$ cat src/rtl/uart_mem_loader_pkg.sv
// Shared definitions for the framed UART memory loader: FSM state encoding,
// default frame marker/response bytes and the bytes-per-word derivation.
package uart_mem_loader_pkg;

   typedef enum logic [2:0] {
      ST_IDLE,
      ST_COUNT,
      ST_DATA,
      ST_CSUM,
      ST_RESP,
      ST_WAIT_TX
   } state_e;

   localparam int unsigned DEF_NB_DATA    = 32;
   localparam int unsigned DEF_NB_BYTE    = 8;
   localparam int unsigned DEF_ADDR_WIDTH = 7;

   localparam logic [7:0] DEF_SYNC_BYTE = 8'hA5;
   localparam logic [7:0] DEF_ACK_BYTE  = 8'h06;
   localparam logic [7:0] DEF_NAK_BYTE  = 8'h15;

   function automatic int unsigned calc_bpw(input int unsigned nb_data, input int unsigned nb_byte);
      return nb_data / nb_byte;
   endfunction

endpackage

$ cat src/rtl/uart_mem_loader_if.sv
// UART byte handshake and memory write port of the loader, bundled as one interface.
// The master modport is the loader side; the slave modport is the UART/memory side.
interface uart_mem_loader_if
   import uart_mem_loader_pkg::*;
#(
   parameter int unsigned NB_DATA    = DEF_NB_DATA,
   parameter int unsigned NB_BYTE    = DEF_NB_BYTE,
   parameter int unsigned ADDR_WIDTH = DEF_ADDR_WIDTH
) ();

   logic                  rx_valid;
   logic [NB_BYTE-1:0]    rx_data;
   logic                  tx_start;
   logic [NB_BYTE-1:0]    tx_data;
   logic                  tx_done;
   logic                  mem_wr_en;
   logic [ADDR_WIDTH-1:0] mem_addr;
   logic [NB_DATA-1:0]    mem_data;

   modport master (
      input  rx_valid, rx_data, tx_done,
      output tx_start, tx_data, mem_wr_en, mem_addr, mem_data
   );

   modport slave (
      output rx_valid, rx_data, tx_done,
      input  tx_start, tx_data, mem_wr_en, mem_addr, mem_data
   );

endinterface

$ cat src/rtl/loader_word_packer.sv
// Packs incoming bytes into NB_DATA-bit words in MSB_FIRST or LSB_FIRST order and
// pulses word_ready_o for one cycle right after the byte that completes a word.
module loader_word_packer
   import uart_mem_loader_pkg::*;
#(
   parameter int unsigned NB_DATA   = DEF_NB_DATA,
   parameter int unsigned NB_BYTE   = DEF_NB_BYTE,
   parameter bit          MSB_FIRST = 1'b1
) (
   input  logic               clock,
   input  logic               reset,
   input  logic               clear_i,
   input  logic               byte_valid_i,
   input  logic [NB_BYTE-1:0] byte_i,
   output logic [NB_DATA-1:0] word_o,
   output logic               word_ready_o,
   output logic               word_last_o
);

   localparam int unsigned BPW = calc_bpw(NB_DATA, NB_BYTE);
   localparam int unsigned CW  = (BPW > 1) ? $clog2(BPW) : 1;

   logic [CW-1:0]      idx_q;
   logic [NB_DATA-1:0] word_q;
   logic [NB_DATA-1:0] word_d;
   logic               ready_q;

   assign word_last_o  = (idx_q == CW'(BPW - 1));
   assign word_o       = word_q;
   assign word_ready_o = ready_q;

   // Shifting in place means the first byte ends at the far end once the word is full.
   generate
      if (BPW == 1) begin : g_single
         assign word_d = byte_i;
      end else if (MSB_FIRST) begin : g_msb
         assign word_d = {word_q[NB_DATA-NB_BYTE-1:0], byte_i};
      end else begin : g_lsb
         assign word_d = {byte_i, word_q[NB_DATA-1:NB_BYTE]};
      end
   endgenerate

   always_ff @(posedge clock or posedge reset) begin
      if (reset) begin
         idx_q   <= '0;
         word_q  <= '0;
         ready_q <= 1'b0;
      end else begin
         ready_q <= 1'b0;
         if (clear_i) begin
            idx_q <= '0;
         end else if (byte_valid_i) begin
            word_q  <= word_d;
            ready_q <= word_last_o;
            idx_q   <= word_last_o ? '0 : idx_q + CW'(1);
         end
      end
   end

endmodule

$ cat src/rtl/uart_mem_loader.sv
// Framed UART-to-memory loader: SYNC, COUNT, N packed words, XOR checksum, ACK/NAK reply.
// Optional inter-byte timeout is compiled in with `define LOADER_TIMEOUT_EN.
module uart_mem_loader
   import uart_mem_loader_pkg::*;
#(
   parameter int unsigned         NB_DATA        = DEF_NB_DATA,
   parameter int unsigned         NB_BYTE        = DEF_NB_BYTE,
   parameter int unsigned         ADDR_WIDTH     = DEF_ADDR_WIDTH,
   parameter bit                  MSB_FIRST      = 1'b1,
   parameter logic [NB_BYTE-1:0]  SYNC_BYTE      = NB_BYTE'(DEF_SYNC_BYTE),
   parameter logic [NB_BYTE-1:0]  ACK_BYTE       = NB_BYTE'(DEF_ACK_BYTE),
   parameter logic [NB_BYTE-1:0]  NAK_BYTE       = NB_BYTE'(DEF_NAK_BYTE),
   parameter int unsigned         TIMEOUT_CYCLES = 3000000
) (
   input  logic                  clock,
   input  logic                  reset,
   uart_mem_loader_if.master     bus,
   output logic                  busy,
   output logic                  load_done,
   output logic                  load_error,
   output logic [ADDR_WIDTH:0]   words_loaded
);

   localparam int unsigned DEPTH = 2 ** ADDR_WIDTH;

   state_e              state_q;
   logic [NB_BYTE-1:0]  pending_q;
   logic [NB_BYTE-1:0]  csum_q;
   logic [NB_BYTE-1:0]  tx_data_q;
   logic                tx_start_q;
   logic                ack_q;
   logic                load_done_q;
   logic                load_error_q;
   logic [ADDR_WIDTH:0] words_q;

   logic               sync_hit;
   logic               active;
   logic               timeout_hit;
   logic               byte_valid;
   logic               pack_clear;
   logic               word_ready;
   logic               word_last;
   logic [NB_DATA-1:0] word;

   assign sync_hit   = bus.rx_valid && (bus.rx_data == SYNC_BYTE);
   assign active     = (state_q == ST_COUNT) || (state_q == ST_DATA) || (state_q == ST_CSUM);
   assign byte_valid = (state_q == ST_DATA) && bus.rx_valid;
   assign pack_clear = ((state_q == ST_IDLE) && sync_hit) || timeout_hit;

   loader_word_packer #(
      .NB_DATA   (NB_DATA),
      .NB_BYTE   (NB_BYTE),
      .MSB_FIRST (MSB_FIRST)
   ) u_packer (
      .clock        (clock),
      .reset        (reset),
      .clear_i      (pack_clear),
      .byte_valid_i (byte_valid),
      .byte_i       (bus.rx_data),
      .word_o       (word),
      .word_ready_o (word_ready),
      .word_last_o  (word_last)
   );

`ifdef LOADER_TIMEOUT_EN
   localparam int unsigned TW = $clog2(TIMEOUT_CYCLES + 1);
   logic [TW-1:0] tmo_q;

   assign timeout_hit = active && !bus.rx_valid && (tmo_q == '0);

   always_ff @(posedge clock or posedge reset) begin
      if (reset) begin
         tmo_q <= '0;
      end else if (((state_q == ST_IDLE) && sync_hit) || (active && bus.rx_valid)) begin
         tmo_q <= TW'(TIMEOUT_CYCLES);
      end else if (active && (tmo_q != '0)) begin
         tmo_q <= tmo_q - TW'(1);
      end
   end
`else
   assign timeout_hit = 1'b0;
`endif

   // The word address doubles as the loaded-word count; it advances after each strobe.
   always_ff @(posedge clock or posedge reset) begin
      if (reset) begin
         state_q      <= ST_IDLE;
         pending_q    <= '0;
         csum_q       <= '0;
         tx_data_q    <= '0;
         tx_start_q   <= 1'b0;
         ack_q        <= 1'b0;
         load_done_q  <= 1'b0;
         load_error_q <= 1'b0;
         words_q      <= '0;
      end else begin
         tx_start_q <= 1'b0;
         if (word_ready) begin
            words_q <= words_q + (ADDR_WIDTH + 1)'(1);
         end
         unique case (state_q)
            ST_IDLE: begin
               if (sync_hit) begin
                  state_q      <= ST_COUNT;
                  load_done_q  <= 1'b0;
                  load_error_q <= 1'b0;
                  words_q      <= '0;
                  csum_q       <= '0;
               end
            end
            ST_COUNT: begin
               if (bus.rx_valid) begin
                  pending_q <= bus.rx_data;
                  if ((bus.rx_data == '0) || (32'(bus.rx_data) > DEPTH)) begin
                     ack_q     <= 1'b0;
                     tx_data_q <= NAK_BYTE;
                     state_q   <= ST_RESP;
                  end else begin
                     state_q <= ST_DATA;
                  end
               end else if (timeout_hit) begin
                  ack_q     <= 1'b0;
                  tx_data_q <= NAK_BYTE;
                  state_q   <= ST_RESP;
               end
            end
            ST_DATA: begin
               if (bus.rx_valid) begin
                  csum_q <= csum_q ^ bus.rx_data;
                  if (word_last) begin
                     pending_q <= pending_q - NB_BYTE'(1);
                     if (pending_q == NB_BYTE'(1)) begin
                        state_q <= ST_CSUM;
                     end
                  end
               end else if (timeout_hit) begin
                  ack_q     <= 1'b0;
                  tx_data_q <= NAK_BYTE;
                  state_q   <= ST_RESP;
               end
            end
            ST_CSUM: begin
               if (bus.rx_valid) begin
                  ack_q     <= (bus.rx_data == csum_q);
                  tx_data_q <= (bus.rx_data == csum_q) ? ACK_BYTE : NAK_BYTE;
                  state_q   <= ST_RESP;
               end else if (timeout_hit) begin
                  ack_q     <= 1'b0;
                  tx_data_q <= NAK_BYTE;
                  state_q   <= ST_RESP;
               end
            end
            ST_RESP: begin
               tx_start_q <= 1'b1;
               state_q    <= ST_WAIT_TX;
            end
            ST_WAIT_TX: begin
               if (bus.tx_done) begin
                  load_done_q  <= ack_q;
                  load_error_q <= !ack_q;
                  state_q      <= ST_IDLE;
               end
            end
            default: state_q <= ST_IDLE;
         endcase
      end
   end

   assign bus.tx_start  = tx_start_q;
   assign bus.tx_data   = tx_data_q;
   assign bus.mem_wr_en = word_ready;
   assign bus.mem_addr  = words_q[ADDR_WIDTH-1:0];
   assign bus.mem_data  = word;

   assign busy         = (state_q != ST_IDLE);
   assign load_done    = load_done_q;
   assign load_error   = load_error_q;
   assign words_loaded = words_q;

endmodule
$ cat src/flat_wrapper.sv
// flat-port wrapper written by rule: the top's interface ports become plain ports
module uart_mem_loader_flat import uart_mem_loader_pkg::*;
#(
   parameter int unsigned         NB_DATA        = DEF_NB_DATA,
   parameter int unsigned         NB_BYTE        = DEF_NB_BYTE,
   parameter int unsigned         ADDR_WIDTH     = DEF_ADDR_WIDTH,
   parameter bit                  MSB_FIRST      = 1'b1,
   parameter logic [NB_BYTE-1:0]  SYNC_BYTE      = NB_BYTE'(DEF_SYNC_BYTE),
   parameter logic [NB_BYTE-1:0]  ACK_BYTE       = NB_BYTE'(DEF_ACK_BYTE),
   parameter logic [NB_BYTE-1:0]  NAK_BYTE       = NB_BYTE'(DEF_NAK_BYTE),
   parameter int unsigned         TIMEOUT_CYCLES = 3000000
)
  (clock, reset, busy, load_done, load_error, words_loaded, bus_rx_valid, bus_rx_data, bus_tx_done, bus_tx_start, bus_tx_data, bus_mem_wr_en, bus_mem_addr, bus_mem_data);
  uart_mem_loader_if #(.NB_DATA(NB_DATA), .NB_BYTE(NB_BYTE), .ADDR_WIDTH(ADDR_WIDTH)) bus_i ();
  input  logic clock;
  input  logic reset;
  output logic busy;
  output logic load_done;
  output logic load_error;
  output logic [ADDR_WIDTH:0] words_loaded;
  input wire logic [$bits(bus_i.rx_valid)-1:0] bus_rx_valid;
  input wire logic [$bits(bus_i.rx_data)-1:0] bus_rx_data;
  input wire logic [$bits(bus_i.tx_done)-1:0] bus_tx_done;
  output wire logic [$bits(bus_i.tx_start)-1:0] bus_tx_start;
  output wire logic [$bits(bus_i.tx_data)-1:0] bus_tx_data;
  output wire logic [$bits(bus_i.mem_wr_en)-1:0] bus_mem_wr_en;
  output wire logic [$bits(bus_i.mem_addr)-1:0] bus_mem_addr;
  output wire logic [$bits(bus_i.mem_data)-1:0] bus_mem_data;
  assign bus_i.rx_valid = bus_rx_valid;
  assign bus_i.rx_data = bus_rx_data;
  assign bus_i.tx_done = bus_tx_done;
  assign bus_tx_start = bus_i.tx_start;
  assign bus_tx_data = bus_i.tx_data;
  assign bus_mem_wr_en = bus_i.mem_wr_en;
  assign bus_mem_addr = bus_i.mem_addr;
  assign bus_mem_data = bus_i.mem_data;
  uart_mem_loader #(.NB_DATA(NB_DATA), .NB_BYTE(NB_BYTE), .ADDR_WIDTH(ADDR_WIDTH), .MSB_FIRST(MSB_FIRST), .SYNC_BYTE(SYNC_BYTE), .ACK_BYTE(ACK_BYTE), .NAK_BYTE(NAK_BYTE), .TIMEOUT_CYCLES(TIMEOUT_CYCLES)) u_core (.clock(clock), .reset(reset), .bus(bus_i), .busy(busy), .load_done(load_done), .load_error(load_error), .words_loaded(words_loaded));
endmodule
$ cat config.mk
export PLATFORM = sky130hd
export DESIGN_NAME = uart_mem_loader_flat
export DESIGN_NICKNAME = d
export VERILOG_FILES = /design/src/rtl/uart_mem_loader_pkg.sv /design/src/rtl/uart_mem_loader_if.sv /design/src/rtl/loader_word_packer.sv /design/src/rtl/uart_mem_loader.sv /design/src/flat_wrapper.sv
export SDC_FILE = /design/constraint.sdc
export NUM_CORES = 1
export LEC_CHECK = 0
export CORE_UTILIZATION = 50
export CTS_CLUSTER_SIZE = 8
export DETAILED_ROUTE_END_ITERATION = 10
export PLACE_DENSITY = 0.78
export SYNTH_ARGS = -nofsm -noshare
export SYNTH_HDL_FRONTEND = slang
export SYNTH_HIERARCHICAL = 1
export SYNTH_SLANG_ARGS = --single-unit
$ cat constraint.sdc
create_clock -name clock -period 2.9 [get_ports clock]
set_clock_uncertainty 0.2 [all_clocks]
set_input_delay 0.58 -clock clock [delete_from_list [all_inputs] [get_ports clock]]
set_output_delay 0.58 -clock clock [all_outputs]
set_load 0.05 [all_outputs]
* Word level (Yosys, flattened, before mapping)
Index checks and enable logic that the tools add are counted.
** Storage, ports and cells
- Flip-flop bits (word level) :: 74
- Word-level logic and storage cells :: 93
- Output and inout bits :: 60
** Cells by class
- Reduce and logical (&&, ||, !) cells :: 19
- Mux-type cells :: 39
- Equal/unequal tests :: 17
- $add $sub $neg :: 3
- Bitwise gates (word level) :: 2
- Order comparisons :: 1
** Operators with widths (number)
- two-way mux 8 bit :: 11
- case mux 8 bit (2 select lines) :: 3
- two-way mux 3 bit :: 8
- case mux 3 bit (6 select lines) :: 1
- != test 2 bit (second input constant) :: 7
- nonzero test 2 bit :: 5
- two-way mux 1 bit :: 9
- adder 8 x 1 -> 8 bit (second input constant) :: 1
- equality test 8 x 1 -> 1 bit (second input constant) :: 1
- equality test 8 bit :: 1
- equality test 8 bit (second input constant) :: 1
- greater-than comparator 8 bit (second input constant) :: 1
- zero test 8 bit :: 1
- AND reduction 4 bit :: 2
- subtractor 8 x 1 -> 8 bit (second input constant) :: 1
- XOR 8 bit :: 1
- AND reduction 7 bit :: 1
- equality test 3 x 2 -> 1 bit (second input constant) :: 2
- equality test 3 bit (second input constant) :: 2
- two-way mux 2 bit :: 3
- case mux 1 bit (2 select lines) :: 3
- AND reduction 3 bit :: 2
- two-way mux 5 bit :: 1
- equality test 3 x 1 -> 1 bit (second input constant) :: 1
- 10 further kinds :: 12

* Longest topological paths before layout
Gate-level depths: netlist of the first run.
- Depth after elaboration :: 5
- Gate-level depth with buffers :: 8

* Hierarchy
The synthesis of the first run kept the hierarchy.
** Modules (own cells, without submodules)
- uart_mem_loader :: area each 2067.0 um^2, cells an instance 225, instances 1
- loader_word_packer :: area each 1480.2 um^2, cells an instance 81, instances 1

* Worst setup path before layout of the first run
No wires, ideal clock.
- Kind :: input to register
- Start point :: input port bus_rx_data[1]
- End point :: register u_core.u_packer.word_q[10], in the netlist u_core/u_packer/word_o[10]
- Required time :: 2575 ps
- Library setup time :: 125 ps
- Slack :: 563 ps
- Buffers on the path :: 3
- Data arrival time :: 2012 ps
- Stages :: 7
- Path through :: nor4_4 -> and4_2 -> buf_4 -> nand2b_1 -> buf_6 -> buf_12 -> mux2_4
** Between the ends
- Cells in the longest elaborated chain, start to end :: 5
** Ends and longest elaborated chain
- from (decl) :: RTL line flat_wrapper.sv:22 : input wire logic [$bits(bus_i.rx_data)-1:0] bus_rx_data;
- equality test 8 bit :: RTL line uart_mem_loader.sv:45 : assign sync_hit = bus.rx_valid && (bus.rx_data == SYNC_BYTE);
- logical AND 1 bit :: RTL line uart_mem_loader.sv:45
- logical AND 1 bit :: RTL line uart_mem_loader.sv:48 : assign pack_clear = ((state_q == ST_IDLE) && sync_hit) || timeout_hit;
- via u_core.pack_clear :: RTL line uart_mem_loader.sv:40 : logic pack_clear;
- inverter 1 bit (no line)
- AND reduction 2 bit (no line)
- to (signal assigned) :: RTL line loader_word_packer.sv:53 : word_q <= word_d;
- to (decl) :: RTL line loader_word_packer.sv:24 : logic [NB_DATA-1:0] word_q;
The timed path passes the listed nets, and every way through them passes these cells.
A chain may end at the register's enable or synchronous reset.

* Worst setup path after layout of the first run
- Start point :: register u_core.state_q[2]
- End point :: output port busy
** Between the ends
- Cells in the longest elaborated chain, start to end :: 1
** Ends and longest elaborated chain
- from (decl) :: RTL line uart_mem_loader.sv:26 : state_e state_q;
- from (signal assigned) :: RTL line uart_mem_loader.sv:87 : state_q <= ST_IDLE;
- from (signal assigned) :: RTL line uart_mem_loader.sv:104 : state_q <= ST_COUNT;
- from (signal assigned) :: RTL line uart_mem_loader.sv:117 : state_q <= ST_RESP;
- nonzero test 3 bit :: RTL line uart_mem_loader.sv:175 : assign busy = (state_q != ST_IDLE);
- to (decl) :: RTL line flat_wrapper.sv:17 : output logic busy;
Every way passes these cells.

==> summary.log, run 1 <==
[sta] relative slew slack 65.39%
[die] Core Region 6832 um^2
[run] MaxCap Viol Count 0
[global_route] vias in the first global route 2374
[cells_and_area] relative area change from synthesis to final layout 26.91%
[clock_tree] depth of the CTS H-tree 3
[routing] Final Routed Wirelength 7.101 mm
[critical_path] Critical path buffers and inverters 2
[placed_design] placer's final routability congestion estimate 0.8328
[synthesis] area share of the largest cell type after synthesis 47.97%
[synthesis] count of cell types in the netlist 55
[global_route] global-route wire length before repair 11.72 mm
[sta] final count of negative-setup-slack endpoints 0
[critical_path] element type at the critical path start flop
[routing] post-route antenna net violation count 0
[critical_path] maximum net fanout on the critical path 2
[global_route] initial antenna violation count 0
[synthesis] area leader, netlist dfrtp_1
[cells_and_area] Antenna Diode Count 0
[critical_path] list of cells traversed by the critical path nor3_1, inv_1, clkdlybuf4s50_1
[critical_path] delay of the slowest cell on the worst path 0.70 ns
[routing] routed length per placed instance 14.76 um
[critical_path] crit path max-delay cell type clkdlybuf4s50_1
[synthesis] number of synthesized flops with an enable pin 0
[synthesis] fraction of the yosys area taken by sequential cells 47.97%
[synthesis] Syn. warnings 6
[pwr] worst IR drop on VDD 457.5 uV
[sta] fin crit period 2.572 ns
[clock_tree] deepest clock path buffer count 2
[cells_and_area] fraction of final layout cells with drive strength greater than 1 21.56%
[synthesis] prevailing post-synth register cell dfrtp_1
[synthesis] dominant cells by area after synthesis dfrtp_1 48%, mux2_4 13%, buf_4 3.2%
[hold_path] Hold/Removal Path Class flop to flop
[routing] First-pass DRT Iterations 4
[synthesis] most common library cells after synthesis 68 x dfrtp_1, 30 x mux2_4, 20 x nor2_1
[synthesis] most common cell in the netlist dfrtp_1
[cells_and_area] post-route non-filler standard cell count 481
[global_route] GRT Overall Usage 20.67%
[critical_path] Reg-to-Reg Start u_core/state_q[2]$_DFFE_PP0P_
[synthesis] average instance area after synthesis 11.59 um^2
[die] initial cell density of the core 51.92%
[clock_tree] setup fix buffers added after clock tree synthesis 0
[sta] measured slew at the worst slew-check pin 0.5175 ns
[clock_tree] clock tree from TritonCTS yes
[die] Die Wd 86.23 um
[die] number of core rows 30
[critical_path] capture point of the worst reg-to-reg path u_core/u_packer/word_o[28]$_DFFE_PP0P_
[sta] unrepaired setup endpoints after global routing false
[critical_path] Setup crit end kind primary output
[clock_tree] clock buffer count from CTS 9
[synthesis] area of the mapped netlist 3547 um^2
[critical_path] start point of the critical path u_core/state_q[2]$_DFFE_PP0P_
[clock_tree] register clock-pin slew on the reported worst setup and hold paths 0.07 ns
[placed_design] HPWL after DPL 4.911 mm
[sta] final period utilization 88.69%
[sta] final count of hold timing violations 0
[clock_tree] number of instances resized during post-cts repair 0
[global_route] maximum number of pins on one net before global-route repair 36
[die] area of the die 7435 um^2
[clock_tree] CTS Root Cell clkbuf_8
[pwr] power density over cell area 1305 nW/um^2
[die] I/O pin count 72
[synthesis] register bit count reported by yosys 68
[clock_tree] number of buffers added to fix hold violations after cts 0
[synthesis] share of flip-flops with an asynchronous set or reset after synthesis 100.0%
[clock_tree] clock network latency to the later pin of the worst-skew pair 0.35 ns
[pwr] Leak Pwr 2.012 nW
[global_route] total overflow reported by the global router 0
[critical_path] r2r setup slk 0.77 ns
[clock_tree] number of clock sinks 68
[sta] maximum achievable frequency 388.8 MHz
[critical_path] cell family contributing the most delay on the critical path buffers and inverters
[outcome] result of the run completed
[critical_path] Data required, critical path 2.12 ns
[routing] post-route DRC violation count 0
[cells_and_area] utilization after layout 65.90%
[sta] sum of negative setup slack 0 ns
[synthesis] number of instances in the synthesized netlist 306
[sta] minimum setup slack in the final design 0.3279 ns
[critical_path] CP Data Arrival Time 1.79 ns
[placed_design] Placed Cells 465
[sta] total count of max-transition violations in the final report 0
[critical_path] worst setup path category flop to primary output
[routing] violation count after the first detailed-routing iteration 116
[critical_path] crit path capture busy
[cells_and_area] number of nets in the finished design 396
[placed_design] count of input and output buffers 67
[placed_design] Post-Place Worst Slack 0.1650 ns
[critical_path] depth of the most critical reg-to-reg path 6
[critical_path] Crit. path cell count 3
[die] overall die height 86.23 um
[routing] vias per cell 5.233
[pwr] post-route total power 5.877 mW
[routing] detailed-route via count 2517
==> final cells by class <==
| cell class | count | area (um^2) |
|---|---|---|
| multi-input cells | 195 | 1570 |
| inverters | 18 | 67.56 |
| clock inverters | 6 | 63.81 |
| repair buffers | 88 | 840.8 |
| clock buffers | 10 | 137.6 |
| well taps | 96 | 120.1 |
| fillers | 551 | 2330 |
| flip-flops and latches | 68 | 1702 |
==> worst min-delay path by stage <==
stage                     slack (ns)  cells after the start                              start                                 to
after floorplan                 0.27                      1           u_core/ack_q$_DFFE_PP0P_      u_core/load_error$_DFFE_PP0P_
after global placement          0.26                      1  u_core/bus.tx_data[2]$_DFFE_PP0P_  u_core/bus.tx_data[2]$_DFFE_PP0P_
after detailed placement        0.28                      1  u_core/bus.tx_data[2]$_DFFE_PP0P_  u_core/bus.tx_data[2]$_DFFE_PP0P_
after CTS                       0.29                      1  u_core/bus.tx_data[2]$_DFFE_PP0P_  u_core/bus.tx_data[2]$_DFFE_PP0P_
after global routing            0.31                      1  u_core/bus.tx_data[2]$_DFFE_PP0P_  u_core/bus.tx_data[2]$_DFFE_PP0P_
final                           0.29                      1  u_core/bus.tx_data[2]$_DFFE_PP0P_  u_core/bus.tx_data[2]$_DFFE_PP0P_
==> cells by family after synthesis <==
| family | synth area share, % |
|---|---|
| adder cells (fa/ha/maj) | 1.411 |
| AND/OR/NAND/NOR | 12.84 |
| multiplexers | 15.34 |
| buffers and inverters | 8.148 |
| flip-flops | 47.97 |
| other | 0.1057 |
| AO/OA/AOI/OAI | 10.97 |
| XOR/XNOR | 3.210 |
==> per-layer routing <==
metal / vias to the layer above / wire, um / GRT usage (%)
li1: 1213 / - / -
met4: 0 / 125 / 7.879
met5: - / 0 / 0
met3: 11 / 292 / 4.952
met2: 69 / 3356 / 31.89
met1: 1224 / 3327 / 28.42
==> registers in the layout, indices dropped and copies added (netlist names) <==
signal	count
u_core/u_packer/word_ready_o	1
u_core/ack_q	1
u_core/pending_q	8
u_core/load_error	1
u_core/u_packer/word_o	32
u_core/words_loaded	8
u_core/u_packer/idx_q	2
u_core/csum_q	8
u_core/load_done	1
u_core/state_q	3
u_core/bus.tx_start	1
u_core/bus.tx_data	2
==> through the flow <==
step           hold WS (ns)  cell area [um^2]
2_1_floorplan        0.2694              3558
3_3_place_gp         0.2561              4300
3_5_place_dp         0.2752              4300
4_1_cts              0.2936              4502
5_1_grt              0.3140              4502
6_report             0.2927              4502
==> power by group <==
group / switching [mW] / leakage (nW) / internal, mW / total (mW)
registers: 0.405 / 0.810 / 1.38 / 1.78
clock network: 0.373 / 0.0983 / 0.418 / 0.792
logic: 1.95 / 1.10 / 1.36 / 3.30
==> cells in the final DEF, fill, tap and decap left out, drive strengths merged, types with 8 or more instances in the layout <==
master	Yosys	final
a22o	8	8
a21oi	10	10
nor2	21	21
buf	23	21
dfrtp	68	68
inv	18	18
o21ai	19	19
nand3	13	13
mux2	33	33
xor2	10	10
clkbuf	5	10
clkdlybuf4s50	0	67
Note: power is estimated with default switching activity, not from simulation.
==> run 2: changes to the inputs <==
--- a/config.mk
+++ b/config.mk
@@ -5,10 +5,10 @@
 export SDC_FILE = /design/constraint.sdc
 export NUM_CORES = 1
 export LEC_CHECK = 0
-export CORE_UTILIZATION = 50
+export CORE_UTILIZATION = 52
 export CTS_CLUSTER_SIZE = 8
 export DETAILED_ROUTE_END_ITERATION = 10
-export PLACE_DENSITY = 0.78
+export PLACE_DENSITY = 0.81
 export SYNTH_ARGS = -nofsm -noshare
 export SYNTH_HDL_FRONTEND = slang
 export SYNTH_HIERARCHICAL = 1
==> summary.log, run 2 (synthesized netlist as in run 1, its figures left out) <==
[pwr] post-route total power 5.870 mW
[cells_and_area] number of nets in the finished design 396
[placed_design] HPWL after DPL 5.110 mm
[die] overall die height 84.59 um
[die] initial cell density of the core 54.92%
[pwr] Combinational Power Share 56.4%
[routing] vias per cell 5.407
[pwr] Reg power frac 30.4%
[cells_and_area] most frequent cells in the layout 68 x dfrtp_1, 67 x clkdlybuf4s50_1, 30 x mux2_4, 20 x nor2_1, 20 x buf_4
[routing] post-route antenna net violation count 0
[pwr] power density over cell area 1311 nW/um^2
[cells_and_area] fraction of final layout cells with drive strength greater than 1 21.56%
[sta] unrepaired setup endpoints after global routing false
[cells_and_area] Antenna Diode Count 0
[global_route] initial antenna violation count 0
[pwr] clock network power share 13.2%
[sta] relative slew slack 64.46%
[critical_path] start point of the critical path u_core/state_q[2]$_DFFE_PP0P_
[die] area of the die 7155 um^2
[die] number of core rows 29
[pwr] reported net switching power 2.716 mW
[sta] total count of max-transition violations in the final report 0
[critical_path] list of cells traversed by the critical path nor3_1, inv_1, clkdlybuf4s50_1
[routing] detailed-route via count 2498
[pwr] switching part of the total 46.27%
[critical_path] CP Data Arrival Time 1.80 ns
[clock_tree] deepest clock path buffer count 2
[clock_tree] clock tree from TritonCTS yes
[sta] final count of hold timing violations 0
[clock_tree] depth of the CTS H-tree 3
[routing] routed length per placed instance 15.16 um
[cells_and_area] leading cell type in the layout, fill and taps excluded dfrtp_1
[clock_tree] setup fix buffers added after clock tree synthesis 0
[critical_path] Setup crit end kind primary output
[global_route] total overflow reported by the global router 0
[critical_path] worst setup path category flop to primary output
[sta] measured slew at the worst slew-check pin 0.5314 ns
[global_route] vias in the first global route 2400
[critical_path] element type at the critical path start flop
[die] Die Wd 84.59 um
[routing] post-route DRC violation count 8
[sta] maximum achievable frequency 387.5 MHz
[clock_tree] clock buffer count from CTS 9
[clock_tree] number of clock sinks 68
[routing] Final Routed Wirelength 7.002 mm
[run] MaxCap Viol Count 0
[cells_and_area] number of flip-flops in the largest register 32
[outcome] result of the run complete, but fails checks
[outcome] violated checks design-rule violations
[sta] sum of negative setup slack 0 ns
[clock_tree] number of instances resized during post-cts repair 0
[critical_path] delay of the slowest cell on the worst path 0.70 ns
[sta] final count of negative-setup-slack endpoints 0
[placed_design] placer's final routability congestion estimate 0.8609
[cells_and_area] relative area change from synthesis to final layout 26.24%
[clock_tree] CTS Root Cell clkbuf_8
[sta] final period utilization 88.98%
[routing] First-pass DRT Iterations 10
[placed_design] count of input and output buffers 67
[die] Core Region 6459 um^2
[die] I/O pin count 72
[hold_path] Hold/Removal Path Class input port to async pin
[pwr] Leak Pwr 2.012 nW
[critical_path] Reg-to-Reg Start u_core/state_q[2]$_DFFE_PP0P_
[global_route] GRT Overall Usage 21.33%
[clock_tree] number of buffers added to fix hold violations after cts 0
[critical_path] crit path max-delay cell type clkdlybuf4s50_1
[pwr] worst IR drop on VDD 460.8 uV
[global_route] global-route wire length before repair 11.86 mm
[clock_tree] clock network latency to the later pin of the worst-skew pair 0.34 ns
[critical_path] maximum net fanout on the critical path 2
[pwr] Cell Int Power 3.154 mW
[global_route] maximum number of pins on one net before global-route repair 36
[clock_tree] register clock-pin slew on the reported worst setup and hold paths 0.08 ns
[sta] fin crit period 2.580 ns
[critical_path] Data required, critical path 2.12 ns
[routing] violation count after the first detailed-routing iteration 127
## run 2: cell counts in the layout (fill, tap and decap cells not counted)
Identical to the previous run, type by type.
## run 2: per-layer routing
layer	vias up	global-route usage [%]	part of all wire, %	wire length, um
met5	-	0	0	0
li1	1211	-	-	-
met3	6	4.425	3.6	250
met4	0	6.934	1.0	70
met1	1228	28.41	46	3188
met2	53	35.11	50	3492
## run 2: final cells by class
type / count / area [um^2]
Multi-Input combinational cell: 195 / 1570
Clock buffer: 10 / 137.6
Tap cell: 77 / 96.34
Clock inverter: 6 / 63.81
Fill cell: 477 / 1981
Sequential cell: 68 / 1702
Timing Repair Buffer: 88 / 840.8
Inverter: 18 / 67.56
## run 2: final timing paths
kind                                                          endpoint  slack (ns)  cells past startpoint
worst min register to register       u_core/bus.tx_data[2]$_DFFE_PP0P_        0.27                      1
worst min-delay path                  u_core/words_loaded[2]$_DFF_PP0_        0.26                      2
worst max-delay path                                              busy        0.32                      3
worst max register to register  u_core/u_packer/word_o[27]$_DFFE_PP0P_        0.73                      6
max in group asynchronous              u_core/pending_q[5]$_DFFE_PP0P_        1.61                      3
min in group clock                   u_core/bus.tx_data[2]$_DFFE_PP0P_        0.27                      1
## run 2: power groups by stage
stage | Sequential, mW | Clock, mW | Combinational (mW)
after floorplan | 2.71 | 0 | 1.49
after global routing | 1.85 | 0.828 | 3.50
final | 1.78 | 0.777 | 3.31
after CTS | 1.79 | 0.794 | 3.33
after global placement | 1.77 | 0 | 3.24
after detailed placement | 1.80 | 0 | 3.32
## run 2: through the flow
| step | instance area [um^2] | setup WS (ns) | util, % | hold WS (ns) | cells |
|---|---|---|---|---|---|
| 5_1_grt | 4478 | 0.2307 | 69.33 | 0.2733 | 462 |
| 3_5_place_dp | 4277 | 0.1682 | 66.21 | 0.2603 | 446 |
| 6_report | 4478 | 0.3195 | 69.33 | 0.2601 | 462 |
| 3_3_place_gp | 4277 | 0.1955 | 66.21 | 0.2564 | 446 |
| 2_1_floorplan | 3558 | 0.5631 | - | 0.2694 | 309 |
| 4_1_cts | 4478 | 0.3350 | 69.33 | 0.2616 | 462 |
## run 2: worst max-delay path, delay by kind of cell (launching register included)
| family | cells | cell delay, ns |
|---|---|---|
| flip-flops | 1 | 0.39 |
| buffers and inverters | 2 | 0.77 |
| AND/OR/NAND/NOR | 1 | 0.30 |
==> run 3: changes to the inputs <==
--- a/config.mk
+++ b/config.mk
@@ -8,6 +8,7 @@
 export CORE_UTILIZATION = 52
 export CTS_CLUSTER_SIZE = 8
 export DETAILED_ROUTE_END_ITERATION = 10
+export GPL_TIMING_DRIVEN = 0
 export PLACE_DENSITY = 0.81
 export SYNTH_ARGS = -nofsm -noshare
 export SYNTH_HDL_FRONTEND = slang
==> summary.log, run 3 (synthesized netlist as in run 1, its figures left out) <==
[outcome] result of the run complete, but fails checks
[outcome] violated checks design-rule violations
[clock_tree] register clock-pin slew on the reported worst setup and hold paths 0.07 ns
[pwr] Leak Pwr 2.048 nW
[pwr] Reg power frac 30.4%
[sta] final count of negative-setup-slack endpoints 0
[routing] post-route DRC violation count 7
[routing] vias per cell 5.427
[critical_path] Data required, critical path 2.91 ns
[sta] maximum achievable frequency 356.8 MHz
[critical_path] element type at the critical path start input port
[cells_and_area] number of flip-flops in the largest register 32
[die] Die Wd 84.59 um
[pwr] switching part of the total 46.73%
[critical_path] maximum net fanout on the critical path 12
[die] I/O pin count 72
[placed_design] count of input and output buffers 67
[hold_path] Hold/Removal Path Class flop to flop
[clock_tree] CTS Root Cell clkbuf_8
[routing] violation count after the first detailed-routing iteration 151
[run] MaxCap Viol Count 0
[clock_tree] clock buffer count from CTS 9
[pwr] Combinational Power Share 57.9%
[pwr] clock network power share 11.7%
[global_route] vias in the first global route 2430
[pwr] power density over cell area 1301 nW/um^2
[routing] post-route antenna net violation count 0
[sta] final count of hold timing violations 0
[cells_and_area] most frequent cells in the layout 68 x dfrtp_1, 66 x clkdlybuf4s50_1, 30 x mux2_4, 20 x nor2_1, 19 x o21ai_0
[die] Core Region 6459 um^2
[sta] fin crit period 2.803 ns
[clock_tree] clock tree from TritonCTS yes
[global_route] total overflow reported by the global router 0
[cells_and_area] relative area change from synthesis to final layout 27.44%
[pwr] reported net switching power 2.749 mW
[sta] unrepaired setup endpoints after global routing false
[critical_path] CP Data Arrival Time 2.81 ns
[global_route] GRT Overall Usage 21.48%
[routing] First-pass DRT Iterations 8
[sta] final period utilization 96.65%
[sta] relative slew slack 52.36%
[clock_tree] deepest clock path buffer count 2
[clock_tree] number of buffers added to fix hold violations after cts 0
[die] area of the die 7155 um^2
[pwr] worst IR drop on VDD 457.1 uV
[placed_design] placer's final routability congestion estimate 0.8651
[die] overall die height 84.59 um
[clock_tree] number of clock sinks 68
[pwr] Cell Int Power 3.134 mW
[clock_tree] depth of the CTS H-tree 3
[critical_path] r2r setup slk 0.46 ns
[cells_and_area] fraction of final layout cells with drive strength greater than 1 22.08%
[routing] routed length per placed instance 15.27 um
[sta] total count of max-transition violations in the final report 0
[critical_path] worst setup path category input port to flop
[global_route] global-route wire length before repair 12.08 mm
[pwr] post-route total power 5.883 mW
[cells_and_area] number of nets in the finished design 405
[global_route] maximum number of pins on one net before global-route repair 36
[routing] Final Routed Wirelength 7.190 mm
[clock_tree] clock network latency to the later pin of the worst-skew pair 0.33 ns
[routing] detailed-route via count 2556
[cells_and_area] leading cell type in the layout, fill and taps excluded dfrtp_1
[die] number of core rows 29
[cells_and_area] Antenna Diode Count 0
[placed_design] HPWL after DPL 5.150 mm
[critical_path] Setup crit end kind flop
[die] initial cell density of the core 54.92%
[sta] sum of negative setup slack 0 ns
[global_route] initial antenna violation count 0
[sta] measured slew at the worst slew-check pin 0.7135 ns
==> run 3: changes by cell type in the layout (fill, tap and decap cells not counted), moves of 2 or more <==
| cell | delta |
|---|---|
| clkbuf_1 | +5 |
| buf_2 | +3 |
| buf_4 | -3 |
| buf_12 | +2 |
| inv_1 | -2 |
| inv_2 | +2 |
==> run 3: per-layer routing <==
metal	global-route usage [%]	part of all wire, %
met3	5.113	4.2
met1	29.45	46
met4	5.547	0.64
met2	34.52	49
met5	0	0
==> run 3: repair_timing <==
action                     in CTS  in global routing
hold endpoints to repair        0                  0
setup endpoints to repair       0                 28
buffers inserted                0                  2
gates resized for setup         0                  1
==> run 3: power by group through the flow <==
stage               Clock, mW  Sequential, mW  Combinational [mW]
floorplan                   0            2.71                1.49
global placement            0            1.77                3.34
detailed placement          0            1.80                3.41
CTS                     0.709            1.79                3.42
global route            0.761            1.85                3.57
finish                  0.689            1.79                3.41
==> run 3: stage by stage <==
| stage | util, % | worst slack (ns) | cell area, um^2 | instances | hold WS [ns] |
|---|---|---|---|---|---|
| finish | 69.99 | 0.09711 | 4521 | 471 | 0.2914 |
| global route | 69.99 | 0.01954 | 4521 | 471 | 0.2966 |
| CTS | 69.72 | 0.09954 | 4503 | 469 | 0.2931 |
| detailed placement | 66.97 | -0.2535 | 4325 | 453 | 0.2756 |
| global placement | 66.97 | -0.2251 | 4325 | 453 | 0.2575 |
| floorplan | - | 0.5631 | 3558 | 309 | 0.2694 |
==> run 3: path summary, 6_finish.rpt <==
| kind | end | depth (start not counted) | start |
|---|---|---|---|
| hold reg to reg | u_core/bus.tx_data[2]$_DFFE_PP0P_ | 1 | u_core/bus.tx_data[2]$_DFFE_PP0P_ |
| max in group asynchronous | u_core/csum_q[3]$_DFFE_PP0P_ | 2 | reset |
| min in group asynchronous | u_core/u_packer/word_o[19]$_DFFE_PP0P_ | 2 | reset |
| setup reg to reg | u_core/u_packer/word_o[0]$_DFFE_PP0P_ | 8 | u_core/state_q[2]$_DFFE_PP0P_ |
| hold / removal | u_core/bus.tx_data[2]$_DFFE_PP0P_ | 1 | u_core/bus.tx_data[2]$_DFFE_PP0P_ |
| setup / recovery | u_core/u_packer/word_o[0]$_DFFE_PP0P_ | 8 | bus_rx_data[6] |
==> run 3: area by class of cell <==
class                      count  area [um^2]
buffer                        28        221.5
inverter                      18        67.56
timing repair buffer          69        688.2
clock buffer                  10        137.6
clock inverter                 6        40.04
fill                         491         1938
tap                           77        96.34
sequential                    68         1702
multi-input combinational    195         1568
==> run 3: critical path, cell delays in order <==
cell	delay, ns
clkdlybuf4s50_1	0.59
nor4_4	0.42
and4_2	0.29
buf_4	0.18
nand2b_1	0.13
buf_6	0.16
buf_12	0.15
mux2_4	0.30
